[src/rtl/imem_loader.sv]
// Boot loader: receives a length-prefixed byte stream, packs bytes little-endian into 32-bit words,
// writes them to instruction memory and releases the core only after the XOR checksum matches.
module imem_loader #(
   parameter int unsigned ADDR_WIDTH = 8
) (
   input  logic                  clk_i,
   input  logic                  rst_ni,
   input  logic                  start_i,
   input  logic [7:0]            rx_data_i,
   input  logic                  rx_valid_i,
   output logic                  rx_ready_o,
   output logic                  mem_we_o,
   output logic [ADDR_WIDTH-1:0] mem_addr_o,
   output logic [31:0]           mem_wdata_o,
   output logic                  core_reset_o,
   output logic                  busy_o,
   output logic                  done_o,
   output logic                  error_o,
   output logic [ADDR_WIDTH:0]   words_loaded_o
);

   localparam int unsigned MaxWords = 2 ** ADDR_WIDTH;

   typedef enum logic [2:0] {
      StIdle,
      StLenLo,
      StLenHi,
      StData,
      StWrite,
      StCsum,
      StDone,
      StError
   } state_e;

   state_e                state_q, state_d;
   logic [15:0]           len_q, len_d;
   logic [1:0]            idx_q, idx_d;
   logic [7:0]            csum_q, csum_d;
   logic [31:0]           wdata_q, wdata_d;
   logic [ADDR_WIDTH-1:0] addr_q, addr_d;
   logic [ADDR_WIDTH:0]   words_q, words_d;
   logic [15:0]           len_full;
   logic                  accept;

   always_ff @(posedge clk_i or negedge rst_ni) begin
      if (!rst_ni) begin
         state_q <= StIdle;
         len_q   <= '0;
         idx_q   <= '0;
         csum_q  <= '0;
         wdata_q <= '0;
         addr_q  <= '0;
         words_q <= '0;
      end else begin
         state_q <= state_d;
         len_q   <= len_d;
         idx_q   <= idx_d;
         csum_q  <= csum_d;
         wdata_q <= wdata_d;
         addr_q  <= addr_d;
         words_q <= words_d;
      end
   end

   always_comb begin
      rx_ready_o = (state_q == StLenLo) || (state_q == StLenHi) ||
                   (state_q == StData)  || (state_q == StCsum);
      accept     = rx_valid_i && rx_ready_o;
   end

   always_comb begin
      state_d  = state_q;
      len_d    = len_q;
      idx_d    = idx_q;
      csum_d   = csum_q;
      wdata_d  = wdata_q;
      addr_d   = addr_q;
      words_d  = words_q;
      len_full = {rx_data_i, len_q[7:0]};

      unique case (state_q)
         StIdle, StDone, StError: begin
            if (start_i) begin
               state_d = StLenLo;
               words_d = '0;
               csum_d  = '0;
               idx_d   = '0;
               addr_d  = '0;
            end
         end
         StLenLo: begin
            if (accept) begin
               len_d[7:0] = rx_data_i;
               state_d    = StLenHi;
            end
         end
         StLenHi: begin
            if (accept) begin
               len_d = len_full;
               if (len_full == 16'd0 || 32'(len_full) > MaxWords) begin
                  state_d = StError;
               end else begin
                  state_d = StData;
               end
            end
         end
         StData: begin
            if (accept) begin
               wdata_d[{idx_q, 3'b000} +: 8] = rx_data_i;
               csum_d                         = csum_q ^ rx_data_i;
               idx_d                          = idx_q + 2'd1;
               if (idx_q == 2'd3) begin
                  state_d = StWrite;
               end
            end
         end
         StWrite: begin
            words_d = words_q + 1'b1;
            if (16'(words_q) + 16'd1 == len_q) begin
               // Address is held on the last word so a full-size image cannot wrap to 0.
               state_d = StCsum;
            end else begin
               addr_d  = addr_q + 1'b1;
               state_d = StData;
            end
         end
         StCsum: begin
            if (accept) begin
               state_d = (rx_data_i == csum_q) ? StDone : StError;
            end
         end
         default: state_d = StIdle;
      endcase
   end

   always_comb begin
      mem_we_o       = (state_q == StWrite);
      mem_addr_o     = addr_q;
      mem_wdata_o    = wdata_q;
      core_reset_o   = (state_q != StDone);
      done_o         = (state_q == StDone);
      error_o        = (state_q == StError);
      busy_o         = (state_q == StLenLo) || (state_q == StLenHi) || (state_q == StData) ||
                       (state_q == StWrite) || (state_q == StCsum);
      words_loaded_o = words_q;
   end

endmodule

[config.mk]
export PLATFORM = sky130hd
export DESIGN_NAME = imem_loader
export DESIGN_NICKNAME = d
export VERILOG_FILES = /design/src/rtl/imem_loader.sv
export SDC_FILE = /design/constraint.sdc
export NUM_CORES = 1
export LEC_CHECK = 0
export CAP_MARGIN = 10
export CORE_ASPECT_RATIO = 0.7
export CORE_MARGIN = 3
export CORE_UTILIZATION = 56
export DETAILED_ROUTE_END_ITERATION = 8
export GPL_TIMING_DRIVEN = 0
export PLACE_DENSITY = 0.83
export SYNTH_ARGS = -nofsm -noshare
export SYNTH_HDL_FRONTEND = slang
export SYNTH_SLANG_ARGS = --single-unit
[constraint.sdc]
create_clock -name clk_i -period 4.06 [get_ports clk_i]
set_clock_uncertainty 0.2 [all_clocks]
set_input_delay 0.812 -clock clk_i [delete_from_list [all_inputs] [get_ports clk_i]]
set_output_delay 0.812 -clock clk_i [all_outputs]
set_load 0.02 [all_outputs]
==> impl_summary.md, run 1 <==
Setup path
The critical path buffer and inverter count is 4. The maximum single-stage delay on the critical path is between 700 and 800 ps. The standard cell with the maximum stage delay on the critical path is clkdlybuf4s50_1.

Counting stages on the worst path, the most repeated cell is clkbuf_1. Traced cell by cell, the critical path runs through clkbuf_1, nor2_1, nand2_1, inv_1, clkbuf_1, clkdlybuf4s50_1. The largest fanout on the critical path is 10.

The kind of cell with the highest combined delay along the critical path is buffers and inverters. The worst path required time is 3050 ps. STA classifies the critical path startpoint as a register. The arrival time at the worst endpoint is 2530 ps.

The worst setup path is captured at an output pin. The critical path is of the reg2out type.

Yosys
The gate count after technology mapping is about 440. After synthesis, the netlist uses 49 different library cells. The part of the Yosys area used for sequential elements is 0.488.

Of all cell types, the one taking the most synthesized area is dfrtp_1. Each instance of the synthesized netlist takes up on average around 9.0 µm². The area of the mapped netlist is ~0.0040 mm².

The count of warnings emitted by yosys is 0. The number of nets in the synthesized netlist is 462. Sorting the synthesized cells by area gives the leading types as dfrtp_1, nand2_1, o21ai_0, mux2_2, xnor2_1.

The synthesized design contains 78 register bits. The number of flops mapped to enable cells by yosys is 0. The share of synthesized area in the top cell type comes to 0.488. After synthesis, the share of flip-flops with an asynchronous set or reset is 1.00. For this run, the leading register cell type out of synthesis is dfrtp_1.

CTS
The maximum count of clock buffers along a single path is 2. Clock-pin slew was measured on the worst setup and hold paths at around 80 ps. Gates resized during post-CTS repair numbered 0. The CTS tree is done.

The source-to-sink clock delay at the later pin of the worst-skew pair is around 350 ps. The hold buffer count at cts is 0. The clock drives around 80 sinks. The TritonCTS buffer count is 9. CTS placed an instance of clkbuf_8 at the clock tree root. In this run the number of H-tree levels came out at 3.

The post-CTS setup repair buffer count is 0.

STA
Setup repair after global routing left no endpoint under its margin. The worst pin sits at a relative slew slack of 0.384. Derived from the worst setup path, the maximum achievable clock frequency is between 200 and 300 MHz. The actual slew at the worst max-slew pin is 922 ps.

Dividing the final minimum period by the clock period gives 0.873. The final max-slew violation count is 0. After layout, the minimum clock period comes to between 3000 and 4000 ps. Across all hold checks on the routed design, the worst slack comes to approximately 120 ps. The total count of hold-check failures in the final report was 0. Setup violations remaining at the end of the flow were counted as 0.

Route
The total iterations of the first detailed-routing run is 4. The count of nets left with antenna violations after detail routing is 0. In the routed design, unresolved DRC markers number 0. The vias after detailed routing is 3516. Using the TritonRoute via totals, the vias-per-cell ratio works out to between 5 and 6. The total wirelength of the detailed-routed design is between 9000 and 10000 µm.

After detailed routing, the average wire length per cell comes to 16.0 µm. The detailed router finished its first iteration with 310 violations.

Floorplan
The total number of placement rows is 25. In this run the horizontal extent of the chip is about 110 µm. The vertical die dimension is approximately 77 µm. The starting density of the core is 0.584. The die covers approximately 0.008 mm². After floorplanning, the core was sized to cover 0.00685 mm². The I/O pin count is 67.

Cells and area
Summing all non-filler instances in the final layout gives an area of slightly below 0.005 mm². From synthesis to final layout, the design area changed by 22.8%. The finished layout holds between 600 and 700 standard cells, fillers aside. The share of layout cells above drive strength 1 is 0.0907. The net count of the finished layout is between 500 and 600. The number of antenna cells inserted is 0. The final standard cell utilization of the core is 0.717.

Run
Max-cap violations in this run came to 0.

Power
Dividing total power by cell area gives a power density of 597 mW/mm². Across the VDD grid, the largest voltage drop is approximately 0.32 mV. The static power due to leakage is 1.97 nW.

Outcome
The run finished with clean final reports.

Place
The placement-stage cell area is between 0.004 and 0.005 mm². The congestion estimate from routability-driven global placement came to 0.859. Input and output buffers added on the ports amount to 58. The estimated wirelength of the detail-placed design is 6950 µm. The post-placement cell count is 596.

Min path
The type of the most critical hold path is in2async.

Global routing
The number of global-route vias before repair is 3310. The global router's overall resource usage is 0.249. The wire length of the first global-routing pass is 16300 µm. The number of antenna violations at the first check in global routing came to 0. The overflow left after global routing is 0. The maximum number of pins on one net before global-route repair is 61.
-- layer usage --
metal	up-vias	share of wire	wire length, µm	track usage
met4	0	0.012	121	0.0536
met5	-	0	0	0
met3	13	0.062	608	0.0488
met1	1708	0.45	4410	0.370
met2	133	0.47	4650	0.381
li1	1662	-	-	-
-- metrics by stage --
step	power [mW]	TNS, ps	worst slack (ps)
after CTS	2.93	0	572
after detailed placement	2.35	0	972
after global routing	3.12	0	394
after floorplan	1.94	0	1630
final	2.93	0	517
after global placement	2.30	-52810	-684
-- worst reg2reg max path, cell delays in order, from the launching register on --
cell       delay, ps
dfrtp_1          480
ha_1             330
nand2_1          150
a2111oi_0        520
o21a_1           220
o2111ai_1        260
o2111ai_2        260
xor2_1           170
nor2_1            50
-- power by group --
part / leakage, nW / switching (mW) / total, mW / internal (mW)
registers: 1.04 / 0.167 / 1.14 / 0.973
logic: 0.841 / 0.696 / 1.22 / 0.521
clock network: 0.0883 / 0.295 / 0.577 / 0.282
total: 1.97 / 1.16 / 2.93 / 1.78
-- cell type report --
class / count / area (µm²)
flip-flops and latches: 78 / 1950
fillers: 532 / 1940
multi-input cells: 326 / 1890
repair buffers: 59 / 606
clock buffers: 10 / 128
plain buffers: 28 / 123
well taps: 94 / 118
clock inverters: 6 / 62.6
inverters: 11 / 41.3
-- state kept, by name (all words and copies together) (netlist names) --
signal and count:
idx_q 2, mem_addr_o 8, csum_q 8, words_loaded_o 9
mem_wdata_o 32, len_q 16, state_q 3
-- cell usage after synthesis, types with 8 or more instances --
cell type and n:
xnor2_1 13, nor3_1 8, inv_1 11, mux2_2 14
nand3_1 12, nand2_1 98, o21ai_0 68, dfrtp_1 78
nor2_1 28, clkbuf_1 22
-- logic make-up after synthesis --
group | count (synthesis) | share of synthesized area
fa+ha+maj | 7 | 0.0219
simple gates | 179 | 0.200
xor+xnor | 21 | 0.0478
buf+inv | 39 | 0.0410
flops | 78 | 0.488
compound gates | 104 | 0.160
mux | 15 | 0.0419
-- layout by cell type, fill, tap and decap left out, drive strengths merged, types with 2 or more instances in the layout --
cell           instances
nand2b                 3
clkbuf                32
nor3b                  5
o211ai                 2
mux2                  14
nor2                  28
clkdlybuf4s50         57
and3                   5
xor2                   8
or3                    4
nor2b                  3
buf                    8
a21oi                  6
o22ai                  2
o21a                   3
o2111ai                2
o31ai                  6
nand2                 98
clkinvlp               3
dfrtp                 78
inv                   11
a31oi                  2
ha                     7
nand3                 12
clkinv                 2
a2111oi                3
xnor2                 13
nand4                  3
nor4                   7
nor3                   9
o21ai                 70
-- worst paths after layout --
kind | startpoint | endpoint | slack, ps | cells after the start
setup / recovery | state_q[0] | mem_we_o | 520 | 6
hold / removal | rst_ni | mem_addr_o[3] | 120 | 1
setup reg to reg | words_loaded_o[0] | mem_addr_o[7] | 1300 | 8
hold reg to reg | mem_wdata_o[1] | mem_wdata_o[1] | 280 | 2
max in group asynchronous | rst_ni | len_q[5] | 2960 | 2
min in group clk_i | mem_wdata_o[1] | mem_wdata_o[1] | 280 | 2
Note: power is estimated with default switching activity, not from simulation.
==> run 2: changes to the inputs <==
--- a/config.mk
+++ b/config.mk
@@ -6,12 +6,14 @@
 export NUM_CORES = 1
 export LEC_CHECK = 0
 export CAP_MARGIN = 10
+export CELL_PAD_IN_SITES_DETAIL_PLACEMENT = 1
+export CELL_PAD_IN_SITES_GLOBAL_PLACEMENT = 1
 export CORE_ASPECT_RATIO = 0.7
 export CORE_MARGIN = 3
-export CORE_UTILIZATION = 56
+export CORE_UTILIZATION = 40
 export DETAILED_ROUTE_END_ITERATION = 8
 export GPL_TIMING_DRIVEN = 0
-export PLACE_DENSITY = 0.83
+export PLACE_DENSITY_LB_ADDON = 0.1
 export SYNTH_ARGS = -nofsm -noshare
 export SYNTH_HDL_FRONTEND = slang
 export SYNTH_SLANG_ARGS = --single-unit
==> constraint.sdc (replaced) <==
create_clock -name clk_i -period 3.9 [get_ports clk_i]
set_clock_uncertainty 0.2 [all_clocks]
set_input_delay 0.78 -clock clk_i [delete_from_list [all_inputs] [get_ports clk_i]]
set_output_delay 0.78 -clock clk_i [all_outputs]
set_load 0.02 [all_outputs]
==> impl_summary.md, run 2 (synthesis gave the netlist of run 1 again) <==
Place
The placement-stage cell area is between 0.004 and 0.005 mm². OpenSTA, run right after detailed placement, puts the worst setup slack at ~710 ps. The count of buffers added on input and output ports is 58. Once detailed placement completed, the half-perimeter wirelength came to around 8200 µm. After detailed placement, the design holds a cell count of around 630. The final weighted congestion of routability-driven global placement is 0.878.

CTS
The clock root buffer is clkbuf_16. The post-CTS setup repair buffer count is 0. The clock input transition at the sequential cells of the worst setup and hold paths is approximately 60 ps.

Clock tree synthesis inserted a total of 9 buffers. The CTS tree is done. After clock tree synthesis, the repair step resized 0 gates.

The hold buffer count at cts is 0. The maximum count of clock buffers along a single path is 2. The later pin in the worst-skew pair is clocked with a latency of around 340 ps. The sink count of the clock tree is 78. The H-tree generated during clock tree synthesis spans 3 levels.

Cells and area
Leaving out fill and tap cells, the most frequent cell in the layout is nand2_1. 0 antenna diodes ended up in the layout. The final standard cell utilization of the core is 0.537. The post-synthesis to final-layout area growth is 26.2%. The library cells used most frequently in the layout, excluding fill and tap cells, are nand2_1, dfrtp_1, o21ai_0. The number of flip-flops under the largest register name is 32. Leaving out filler cells and counting taps, the final layout contains between 600 and 700. The net count of the finished layout is about 530. The finished cells cover 0.00505 mm². The share of layout cells above drive strength 1 is 0.0907.

Global routing
The number of antenna violations at the first check in global routing came to 0. The overflow left after global routing is 0. The wire length of the first global-routing pass is around 19000 µm.

The global router's overall resource usage is 0.219. The number of global-route vias before repair is between 3000 and 4000. Entering global routing, the biggest net connects 53 pins.

Setup path
The startpoint of the worst register-to-register path is words_loaded_o[0]. The category of cells accounting for the largest share of critical-path delay is buffers and inverters. The maximum single-stage delay on the critical path is 710 ps. STA classifies the critical path startpoint as a register. In this run the worst setup path begins at state_q[2]. Data on the critical path is required at its endpoint by just under 3000 ps. The largest fanout on the critical path is 10.

By startpoint and endpoint, the worst setup path is classified as reg2out. Data arrives at the worst endpoint at between 2000 and 3000 ps. The critical path buffer and inverter count is 4. The library cell appearing most often on the critical path is clkbuf_1. The critical path goes through clkbuf_1, nand2_1, inv_1, clkbuf_1, clkdlybuf4s50_1.

The slowest stage of the critical path is the clkdlybuf4s50_1 cell. STA classifies the critical path endpoint as an output pin.

Min path
The worst hold path belongs to the class in2async.

Route
Dividing the detail-routed via count by the number of cells gives between 5 and 6. In the routed design, unresolved DRC markers number 0. After the first detailed-routing iteration, the DRC count stood at roughly 170. The vias after detailed routing is 3474.

In this run the remaining antenna-violating nets after routing total 0. After detailed routing, the average wire length per cell comes to approximately 18 µm. The first detailed-routing pass ran for 4 iterations.

The total wirelength of the detailed-routed design is 11700 µm.

STA
The relative slew slack is 0.301. The final max-slew violation count is 0. At the pin with the least slew margin, the transition time is between 1000 and 1500 ps. Setup repair after global routing left no endpoint under its margin. The post-layout worst setup margin is between 300 and 400 ps.

The maximum clock frequency is about 280 MHz. Setup violations remaining at the end of the flow were counted as 0. In the finished design, the share of the clock period the worst path needs comes to 0.914.

The total count of hold-check failures in the final report was 0. The shortest clock period the worst path allows after layout is approximately 3600 ps.

Floorplan
The total number of placement rows is 29. Measured along the x axis, the die boundary spans roughly 130 µm. During I/O placement, the number of pins put on the boundary was between 60 and 70. For this configuration, the core starts out at a cell density of 0.426.

The vertical die dimension is 89.7 µm. The core box area is 0.00940 mm². The floorplan step defined a die boundary enclosing roughly 0.011 mm².

Power
The internal power of the cells totals ~2.0 mW. In this run the power spent charging and discharging nets is 1.27 mW. The switching power share of the total is 0.383. The combinational share of power is 0.395.

VDD sags by at most between 0.3 and 0.4 mV. The share of total power dissipated in sequential elements is 0.362. The share of total power dissipated in the clock network is 0.242. Power spread over the standard cell area amounts to 655 mW/mm².

The static power due to leakage is a little over 2 nW.

Outcome
The run finished with clean final reports.

Run
The number of max-cap violations is 0.
==> run 2: per-layer routing <==
| layer | routed length, µm | share of wire | global-route usage |
|---|---|---|---|
| met1 | 5760 | 0.49 | 0.312 |
| met2 | 5280 | 0.45 | 0.341 |
| met3 | 547 | 0.047 | 0.0609 |
| met4 | 109 | 0.0093 | 0.0433 |
| met5 | 0 | 0 | 0 |
==> run 2: power groups by stage <==
stage | Combinational, mW | Sequential (mW) | Clock (mW)
2_1_floorplan | 0.777 | 1.24 | 0
3_3_place_gp | 1.25 | 1.19 | 0
3_5_place_dp | 1.29 | 1.20 | 0
4_1_cts | 1.31 | 1.20 | 0.825
5_1_grt | 1.46 | 1.23 | 0.860
6_report | 1.31 | 1.20 | 0.801
==> run 2: layout make-up <==
| class | count | area [µm²] |
|---|---|---|
| tap | 124 | 155 |
| fill | 1085 | 4350 |
| multi-input combinational | 326 | 1890 |
| clock buffer | 13 | 270 |
| inverter | 11 | 41.3 |
| sequential | 78 | 1950 |
| buffer | 28 | 123 |
| timing repair buffer | 59 | 606 |
| clock inverter | 3 | 17.5 |
==> run 2: per-stage QoR <==
stage / hold slack (ps) / total power [mW] / setup TNS, ps
final: 162 / 3.31 / 0
after global routing: 187 / 3.54 / 0
after CTS: 167 / 3.33 / 0
after detailed placement: 270 / 2.50 / 0
after global placement: 261 / 2.43 / -80200
after floorplan: 270 / 2.02 / 0
==> run 2: final timing paths <==
kind                                    to  slack (ps)  depth (start not counted)
min in group clk_i         mem_wdata_o[16]         280                          2
hold / removal             mem_wdata_o[29]         160                          1
hold reg to reg            mem_wdata_o[16]         280                          2
max in group asynchronous   mem_wdata_o[1]        2760                          2
setup reg to reg             mem_addr_o[7]        1170                          8
setup / recovery                  mem_we_o         340                          5
==> run 3: changes to the inputs <==
--- a/config.mk
+++ b/config.mk
@@ -5,6 +5,7 @@
 export SDC_FILE = /design/constraint.sdc
 export NUM_CORES = 1
 export LEC_CHECK = 0
+export ABC_AREA = 1
 export CAP_MARGIN = 10
 export CELL_PAD_IN_SITES_DETAIL_PLACEMENT = 1
 export CELL_PAD_IN_SITES_GLOBAL_PLACEMENT = 1
==> impl_summary.md, run 3 <==
Outcome
The flow ran to the end, and the final reports show no timing, DRC or antenna violations.

Setup path
The number of cells traversed by the worst register-to-register path is 8. STA puts the critical path data arrival time at a little over 2000 ps. The largest fanout on the critical path is 6.

STA classifies the critical path startpoint as a register. STA puts the critical path data required time at about 2900 ps. The endpoint of the worst register-to-register path is mem_wdata_o[16].

The setup slack of the most critical reg-to-reg path is approximately 1200 ps. STA classifies the critical path endpoint as an output pin. The critical path is of the reg2out type. The startpoint identified for the worst register-to-register timing path is idx_q[0].

Floorplan
The die covers around 0.012 mm². The total number of placement rows is 30. After floorplanning, the core was sized to cover around 0.0099 mm². For this configuration, the core starts out at a cell density of 0.420.

The vertical die dimension is between 90 and 100 µm. From left edge to right edge, the die measures about 130 µm. Pin placement for this block handled 67 I/O pins.

STA
The final max-slew violation count was 0. The relative slew slack is 0.588. The total count of hold-check failures in the final report came to 0. The shortest clock period the worst path allows after layout is between 3000 and 4000 ps. The maximum clock frequency is roughly 330 MHz.

At the pin with the least slew margin, the transition time is 616 ps. The final worst-path cycle share is 0.777. Setup repair after global routing left no endpoint under its margin. Setup violations remaining at the end of the flow were counted as 0.

Cells and area
The top cell types in the final layout, fill and taps aside, are nand2_1, dfrtp_1, clkdlybuf4s50_1. The register with the most flip-flops in the layout has 32 of them. At the end of the flow, the number of nets in the layout was 601. The sequential cells in the finished layout cover a total of 0.00195 mm².

The area used by multi-input combinational logic is 0.00194 mm². The post-synthesis to final-layout area growth is 27.2%. The filler cells instantiated in the layout total 1225. The share of layout cells above drive strength 1 is 0.114. Leaving out fill and tap cells, the most frequent cell in the layout is nand2_1.

0 antenna diodes ended up in the layout. The post-route non-filler standard cell count is 715.

Place
Counting tap cells, the placed design contains a total of 699 instances. Port buffering added 66 buffers. The estimated wirelength of the detail-placed design is between 9000 and 10000 µm.

The congestion estimate from routability-driven global placement came to slightly above 0.8.

CTS
The source-to-sink clock delay at the later pin of the worst-skew pair is between 300 and 400 ps. The TritonCTS buffer count is 9. The clock input transition at the sequential cells of the worst setup and hold paths is around 60 ps. The number of levels in the clock H-tree is 3. In this run the post-CTS setup repair buffer count came out at 0. The post-cts gate resize count is 0.

The maximum count of clock buffers along a single path is 2. The clock root buffer is clkbuf_16. The hold buffer count at cts is 0.

The CTS tree is done. For this design, the sink count on the clock tree is 78.

Yosys
The cell taking the most area after synthesis is dfrtp_1. Counting flops with an async set or reset pin after synthesis yields a share of 1.00. By area the synthesized netlist is led by dfrtp_1, nand2_1, o21ai_0, nand3_1, inv_1. The fraction of synthesized area in multiplexers is 0. The Yosys step of the flow raised 0 warnings. The share of Yosys cell area claimed by the top area cell type is 0.469. The net count after synthesis is around 520. The complex-gate fraction of the synthesized area came to 0.0878.

Of the total synthesized cell area, the portion taken by XOR and XNOR cells is 0.0370. Of the total synthesized cell area, the portion taken by AND, OR, NAND and NOR gates is 0.319. The commonest cells after synthesis are nand2_1, dfrtp_1, o21ai_0. Of the total synthesized cell area, the portion taken by full adders, half adders and majority gates is 0.0210. Yosys mapped a number of flops with a built-in enable equal to 0. The number of distinct library cell variants in the gate-level netlist after synthesis is 38. The gate count after technology mapping is just over 500. In the post-synthesis netlist, the cell with the most instances is nand2_1.

The share of the Yosys chip area taken by registers is 0.469. After synthesis, the largest family of logic cells by area is simple AND/OR/NAND/NOR gates. For this run, the leading register cell type out of synthesis is dfrtp_1. The synthesized design contains just under 80 register bits. The average cell area after synthesis is roughly 8.3 µm². The cell area that synthesis handed to floorplanning was 0.00416 mm².

Global routing
The wire length of the first global-routing pass is 20400 µm. Summed over all layers, the global routing overflow is 0. Across every metal layer, demand over resource in global routing totals 0.220. The number of antenna violations at the first check in global routing came to 0. The met2 capacity usage during global routing is 0.367. In the global route stage, met1 resource usage came out at 0.293. Entering global routing, the biggest net connects 46 pins. The number of global-route vias before repair was ~4000. For met3 alone, demand over resource in global routing was 0.0459.

After global routing, the most crowded layer is met2.

Power
The power dissipated by switching net loads is 1.60 mW. Total power for the finished layout comes to around 3.6 mW. IR analysis of the VDD net gives a maximum drop of between 0.2 and 0.3 mV. The power density relative to cell area is slightly below 700 mW/mm². The share of total power dissipated in sequential elements is 0.329. The clock network fraction of total power is 0.223. In this run the static leakage power is about 2.6 nW.

The share of total power dissipated in combinational logic is 0.448. The switching power share of the total is 0.441. Cell internal power was estimated by the tool at roughly 2 mW.

Run
The tool flagged a number of max-cap violations equal to 0.

Route
The vias after detailed routing is between 3000 and 4000. The count of nets left with antenna violations after detail routing is 0. Dividing the detail-routed via count by the number of cells gives just over 5. For this run, design rule violations remaining after detail routing come to 0. The total iterations of the first detailed-routing run is 4. In this run, the number of DRC markers left after iteration 0 of detailed routing was 183. The total wirelength of the detailed-routed design is around 12000 µm. The per-cell routed wire length is ~17 µm.

Min path
The type of the most critical hold path is in2async.
==> run 3: cell count changes after synthesis, sizes merged, moves of 7 or more <==
cell    delta
nand2     +42
inv       +39
nand3     +34
nor2      +29
nand4     +17
o21ai     -16
clkbuf    -15
mux2      -14
xnor2      -9
nor3       -7
==> run 3: power groups by stage <==
stage | Sequential (mW) | Combinational (mW) | Clock [mW]
floorplan | 1.26 | 0.981 | 0
CTS | 1.20 | 1.64 | 0.827
finish | 1.19 | 1.62 | 0.810
global route | 1.23 | 1.80 | 0.864
global placement | 1.19 | 1.56 | 0
detailed placement | 1.21 | 1.62 | 0
==> run 3: per-stage QoR <==
step                      worst slack (ps)  area [µm²]   util  hold slack (ps)  setup TNS [ps]
after floorplan                       1720        4160      -              245               0
after global placement               -1080        4980  0.503              262          -84090
after detailed placement              1230        5010  0.505              275               0
after CTS                              857        5290  0.534              221               0
after global routing                   765        5290  0.534              245               0
final                                  869        5290  0.534              211               0
==> run 3: cell type report <==
class                      count  share of cell area
buffer                        14              0.0151
clock buffer                  11              0.0477
clock inverter                 5             0.00638
inverter                      51              0.0366
multi-input combinational    361               0.366
sequential                    78               0.369
tap                          128              0.0303
timing repair buffer          67               0.130
==> run 3: how the worst max path moves through the flow <==
stage | slack [ps] | cells after the start | startpoint | to
global route | 770 | 7 | state_q[1] | busy_o
floorplan | 1720 | 8 | idx_q[0] | mem_wdata_o[16]
global placement | -1080 | 1 | rst_ni | mem_wdata_o[18]
CTS | 860 | 7 | state_q[0] | busy_o
detailed placement | 1230 | 7 | state_q[0] | busy_o
finish | 870 | 7 | state_q[0] | busy_o
==> run 3: routing by layer <==
metal,wire [µm],share of wire
met1,5670,0.47
met2,5900,0.49
met3,430,0.035
met4,133,0.011
met5,0,0
==> run 3: cell families after synthesis <==
kind of cell	after synthesis
fa+ha+maj	7
xor+xnor	16
compound gates	68
buf+inv	65
simple gates	270
flops	78
==> run 3: worst max-delay path, stage by stage (launching register included) <==
cell and delay (ps):
dfrtp_1 450, inv_2 120, nor2_1 110, inv_1 100
nand2_1 120, inv_1 80, nand2_1 90, clkdlybuf4s50_1 620
